### src/rtl/farm_sensor_req.sv
// Farm-road vehicle detector front end: synchronises and debounces the loop detector,
// queues arrivals and raises the car request until the controller grants farm green.
module farm_sensor_req #(
    parameter int unsigned DEB_CYC   = 4,
    parameter int unsigned CNT_W     = 4,
    parameter int unsigned SERVE_CYC = 3,
    parameter int unsigned MAX_WAIT  = 20
) (
    input  logic             clk,
    input  logic             rst_n,
    input  logic             ena,
    input  logic             loop_raw,
    input  logic             farm_green,
    output logic             car_req,
    output logic             car_det,
    output logic [CNT_W-1:0] car_count,
    output logic             overflow,
    output logic             starve
);

    localparam int unsigned DEB_W  = $clog2(DEB_CYC + 1);
    localparam int unsigned SRV_W  = (SERVE_CYC > 1) ? $clog2(SERVE_CYC) : 1;
    localparam int unsigned WAIT_W = $clog2(MAX_WAIT);
    localparam logic [CNT_W-1:0] CNT_MAX = '1;

    typedef enum logic [1:0] {
        IDLE  = 2'd0,
        PEND  = 2'd1,
        SERVE = 2'd2
    } state_t;

    state_t              state;
    logic                sync1;
    logic                sync2;
    logic                filt;
    logic                filt_prev;
    logic [DEB_W-1:0]    deb_cnt;
    logic [SRV_W-1:0]    serve_cnt;
    logic [WAIT_W-1:0]   wait_cnt;

    logic                serve_tick;
    logic                cnt_full;
    logic                ovf_hit;
    logic [CNT_W-1:0]    cnt_next;

    // Queue update: an arrival and a serve tick in the same cycle cancel out.
    always_comb begin
        serve_tick = (state == SERVE) && farm_green && (serve_cnt == SRV_W'(SERVE_CYC - 1));
        cnt_full   = (car_count == CNT_MAX);
        ovf_hit    = car_det && !serve_tick && cnt_full;
        cnt_next   = car_count;
        if (car_det && !serve_tick && !cnt_full) begin
            cnt_next = car_count + CNT_W'(1);
        end else if (!car_det && serve_tick && (car_count != '0)) begin
            cnt_next = car_count - CNT_W'(1);
        end
    end

    always_ff @(posedge clk) begin
        if (!rst_n) begin
            state     <= IDLE;
            sync1     <= 1'b0;
            sync2     <= 1'b0;
            filt      <= 1'b0;
            filt_prev <= 1'b0;
            deb_cnt   <= '0;
            serve_cnt <= '0;
            wait_cnt  <= '0;
            car_req   <= 1'b0;
            car_det   <= 1'b0;
            car_count <= '0;
            overflow  <= 1'b0;
            starve    <= 1'b0;
        end else if (ena) begin
            sync1 <= loop_raw;
            sync2 <= sync1;

            // Level change accepted only once the mismatch has outlasted the debounce window.
            if (sync2 != filt) begin
                if (deb_cnt == DEB_W'(DEB_CYC)) begin
                    filt    <= sync2;
                    deb_cnt <= '0;
                end else begin
                    deb_cnt <= deb_cnt + DEB_W'(1);
                end
            end else begin
                deb_cnt <= '0;
            end

            filt_prev <= filt;
            car_det   <= filt & ~filt_prev;
            car_count <= cnt_next;
            overflow  <= overflow | ovf_hit;

            case (state)
                IDLE: begin
                    if (cnt_next != '0) begin
                        state   <= PEND;
                        car_req <= 1'b1;
                    end
                end
                PEND: begin
                    if (farm_green) begin
                        state    <= SERVE;
                        car_req  <= 1'b0;
                        wait_cnt <= '0;
                        starve   <= 1'b0;
                    end else if (wait_cnt == WAIT_W'(MAX_WAIT - 1)) begin
                        starve <= 1'b1;
                    end else begin
                        wait_cnt <= wait_cnt + WAIT_W'(1);
                    end
                end
                SERVE: begin
                    if (farm_green) begin
                        serve_cnt <= serve_tick ? '0 : serve_cnt + SRV_W'(1);
                    end else begin
                        serve_cnt <= '0;
                        if (cnt_next != '0) begin
                            state   <= PEND;
                            car_req <= 1'b1;
                        end else begin
                            state <= IDLE;
                        end
                    end
                end
                default: begin
                    state   <= IDLE;
                    car_req <= 1'b0;
                end
            endcase
        end
    end

endmodule

### config.mk
export PLATFORM = sky130hd
export DESIGN_NAME = farm_sensor_req
export DESIGN_NICKNAME = d
export VERILOG_FILES = /design/src/rtl/farm_sensor_req.sv
export SDC_FILE = /design/constraint.sdc
export NUM_CORES = 1
export LEC_CHECK = 0
export ABC_AREA = 1
export CAP_MARGIN = 5
export CELL_PAD_IN_SITES_DETAIL_PLACEMENT = 1
export CELL_PAD_IN_SITES_GLOBAL_PLACEMENT = 1
export CORE_MARGIN = 10
export CORE_UTILIZATION = 43
export CTS_CLUSTER_DIAMETER = 40
export DETAILED_ROUTE_END_ITERATION = 12
export PLACE_DENSITY = 0.91
export SLEW_MARGIN = 20
export SYNTH_ARGS = -nofsm -noshare
export SYNTH_HDL_FRONTEND = slang
export SYNTH_SLANG_ARGS = --single-unit
### constraint.sdc
create_clock -name clk -period 2.9 [get_ports clk]
set_clock_uncertainty 0.1 [all_clocks]
set_input_delay 0.435 -clock clk [delete_from_list [all_inputs] [get_ports clk]]
set_output_delay 0.435 -clock clk [all_outputs]
set_load 0.02 [all_outputs]
==> metrics.md <==
| Metric | Value |
|---|---|
| Setup crit start kind | `flip-flop` |
| Antenna diode count | `0` |
| Remaining DRCs | `0` |
| Clk pwr share | `34.0%` |
| Design area | `1480 µm²` |
| Num CTS Buffers | `3` |
| Period utilisation layout | `70.7%` |
| Post-synthesis sequential area ratio | `37.2%` |
| Die Footprint | `5600 µm²` |
| Hpwl dp | `2570 µm` |
| Critical Path Start | `car_count[2]$_SDFFE_PN0P_` |
| # setup viols final | `0` |
| Starting Density | `between 40% and 50%` |
| Worst Path Arrival | `1.52 ns` |
| Reg2Reg Capture Point | `state[0]$_SDFFE_PN0P_` |
| Crit path cell chain | `clkdlybuf4s50_1` |
| Synth unique cells | `30` |
| Post-DRT Antenna Nets | `0` |
| Asr flop ratio synth | `0%` |
| Area grow syn2layout | `14.8%` |
| Leak | `0.636 nW` |
| First-pass GRT wire length | `5570 µm` |
| Fin worst setup slack | `about 0.85 ns` |
| Ys flop type | `dfxtp_1` |
| Hold WS | `between 0.3 and 0.4 ns` |
| Buf/Inv on CP | `1` |
| Max Buffers Root-to-Sink | `2` |
| Syn avg cell area | `7.10 µm²` |
| Cts hold-fix bufs | `0` |
| Worst-Skew Late Latency | `approximately 0.32 ns` |
| Syn nets | `192` |
| Slowest stage delay, CP | `0.67 ns` |
| Multi-input logic area | `697 µm²` |
| Sw Ratio | `26.1%` |
| Register bit total from synthesis | `24` |
| Root Driver | `clkbuf_4` |
| Critical path type | `flip-flop to output pin` |
| Reg2reg setup slack | `0.86 ns` |
| Post-CTS Resized | `0` |
| Finished Layout Cells | `225` |
| Status | `complete, no violations` |
| Power Dens Cells | `approximately 480 nW/µm²` |
| Core ar. | `2810 µm²` |
| Worst min path class | `flip-flop to flip-flop` |
| Pre-CTS setup slack | `0.616 ns` |
| DP Cell Count | `221` |
| TritonCTS clock tree | `yes` |
| Overall Power | `0.711 mW` |
| Worst-Margin Slew | `around 0.43 ns` |
| Area after DPL | `between 1000 and 1500 µm²` |
| RSZ-0062 raised after global routing | `no` |
| Largest net degree at the start of global routing | `19` |
| Sequential Area | `about 480 µm²` |
| EDFF count, synth | `0` |
| Share of power burned in registers | `50.2%` |
| Req. time, crit path | `2.37 ns` |
| Die width | `approximately 75 µm` |
| Drt initial violations | `70` |
| Layout Nets | `205` |
| Number of port buffers | `12` |
| Die Y | `74.8 µm` |
| Slowest CP cell | `clkdlybuf4s50_1` |
| Routed wire length | `3250 µm` |
| End-of-flow core utilization | `52.9%` |
| Congestion Overflow GR | `0` |
| Slew HR | `between 70% and 80%` |
| Vias in the first global route | `1235` |
| Fin crit period | `2.05 ns` |
| Combinational share of power | `15.8%` |
| Max cap viols | `0` |
| CTS sink count | `24` |
| Initial antenna violation count | `0` |
| Internal power | `0.526 mW` |
| Psw | `roughly 0.19 mW` |
| Hold depth | `2` |
| Setup TNS | `0 ns` |
| R2R Path Start | `car_count[0]$_SDFFE_PN0P_` |
| Peak Freq | `about 500 MHz` |
| Vias | `1220` |
| Worst r2r path cells | `12` |
| Synth Instances | `182` |
| Max Slew Vio Count | `0` |
| Synth Cell Area | `1290 µm²` |
| Gp weighted congestion | `about 0.91` |
| DR WL/cell | `14.5 µm` |
| DR vias/cell | `5.42` |
| CP Max Fanout | `8` |
| Number of cells on the critical path | `1` |
| Std-Cell Rows | `19` |
| Cell family with most CP delay | `buffers and inverters` |
| Layout cells sized above 1 | `11.9%` |
| Critical Path Sink | `car_count[2]` |
| GRT Total Usage | `around an eighth` |
| Worst setup EP type | `output pin` |
| I/O Pins | `13` |
| Post-CTS Setup Inserts | `0` |
| Fillcell total | `381` |
| Peak VDD IR | `about 0.25 mV` |
| Ys Warns | `0` |
| H-tree depth | `1` |
| Final hold violation count | `0` |
| Clock transition at the registers of the reported paths | `0.14 ns` |
| Drt first pass iters | `4` |
[layout by cell type (no fill, tap or decap), types with 2 or more instances in the layout]
cell	count
o21ai_0	12
nand2_2	4
inv_1	19
clkbuf_4	3
nand2_1	37
a21oi_1	16
nor2_2	4
nand3_2	2
xor2_1	3
clkdlybuf4s50_1	12
nand3_1	13
dfxtp_1	24
nor3_1	2
ha_1	5
nor2_1	18
xnor2_1	2
nand4_1	2
inv_2	4
[layer usage]
layer	GRT usage (%)	routed length, µm	vias to the layer above	part of all wire (%)
met5	0	0	-	0
met4	4.83	30	0	0.92
met3	2.50	79	4	2.4
met2	23.0	1730	14	53
met1	13.5	1420	596	43
li1	-	-	606	-
[cell usage after synthesis, types with 2 or more instances]
cell type | n | share of area (%)
a21oi_1 | 16 | 6.2
clkbuf_1 | 2 | 0.58
dfxtp_1 | 24 | 37
ha_1 | 5 | 4.8
inv_1 | 19 | 5.5
inv_2 | 4 | 1.2
nand2_1 | 37 | 11
nand2_2 | 4 | 1.9
nand3_1 | 13 | 5.0
nand3_2 | 2 | 1.5
nand4_1 | 2 | 0.97
nor2_1 | 18 | 5.2
nor2_2 | 4 | 1.9
nor3_1 | 2 | 0.77
o21ai_0 | 12 | 4.6
xnor2_1 | 2 | 1.4
xor2_1 | 3 | 2.0
[how the worst min path moves through the flow]
stage	slack (ns)	startpoint	to
finish	0.37	car_req$_SDFFE_PN0P_	car_req$_SDFFE_PN0P_
detailed placement	0.35	car_req$_SDFFE_PN0P_	car_req$_SDFFE_PN0P_
CTS	0.37	car_req$_SDFFE_PN0P_	car_req$_SDFFE_PN0P_
floorplan	0.34	filt_prev$_SDFFE_PN0P_	filt_prev$_SDFFE_PN0P_
global route	0.38	car_req$_SDFFE_PN0P_	car_req$_SDFFE_PN0P_
global placement	0.34	car_req$_SDFFE_PN0P_	car_req$_SDFFE_PN0P_
[kinds of logic (layout without fill, tap and decap cells)]
family | Yosys count | after routing | share of synthesized area [%]
and+or+nand+nor | 86 | 86 | 31.1
AOI/OAI and AO/OA | 34 | 34 | 14.6
buffers and inverters | 28 | 40 | 8.91
DFF | 24 | 24 | 37.2
adders and majority gates | 5 | 5 | 4.84
xor gates and xnor gates | 5 | 5 | 3.39
[cell type report]
cell class                 instances  area share, %
sequential                        24           32.4
clock buffer                       3           1.52
multi-input combinational        130           47.0
inverter                          24           6.41
timing repair buffer              12           8.09
clock inverter                     1           2.02
tap                               31           2.61
[state kept, by name (all words and copies together) (netlist names), 2 cells and up]
signal     cells
deb_cnt        3
serve_cnt      2
car_count      4
wait_cnt       5
state          2
[worst reg2reg max path: stages (launching register included)]
cell and delay, ns:
dfxtp_1 0.47, inv_1 0.15, ha_1 0.27, a21oi_2 0.25, nand2_2 0.12, nand2_1 0.07, nand2_1 0.05, nand2_1 0.07
nand2_1 0.05, nor2_1 0.11, nand2_1 0.07, nand2_1 0.08, a21oi_1 0.07
[power groups by stage]
stage	Combinational (mW)	Sequential, mW	Clock (mW)
after CTS	0.113	0.357	0.248
after global placement	0.106	0.363	0
final	0.112	0.357	0.242
after floorplan	0.0730	0.366	0
after detailed placement	0.112	0.364	0
after global routing	0.126	0.359	0.259
Power figures use the tool's default switching activity.
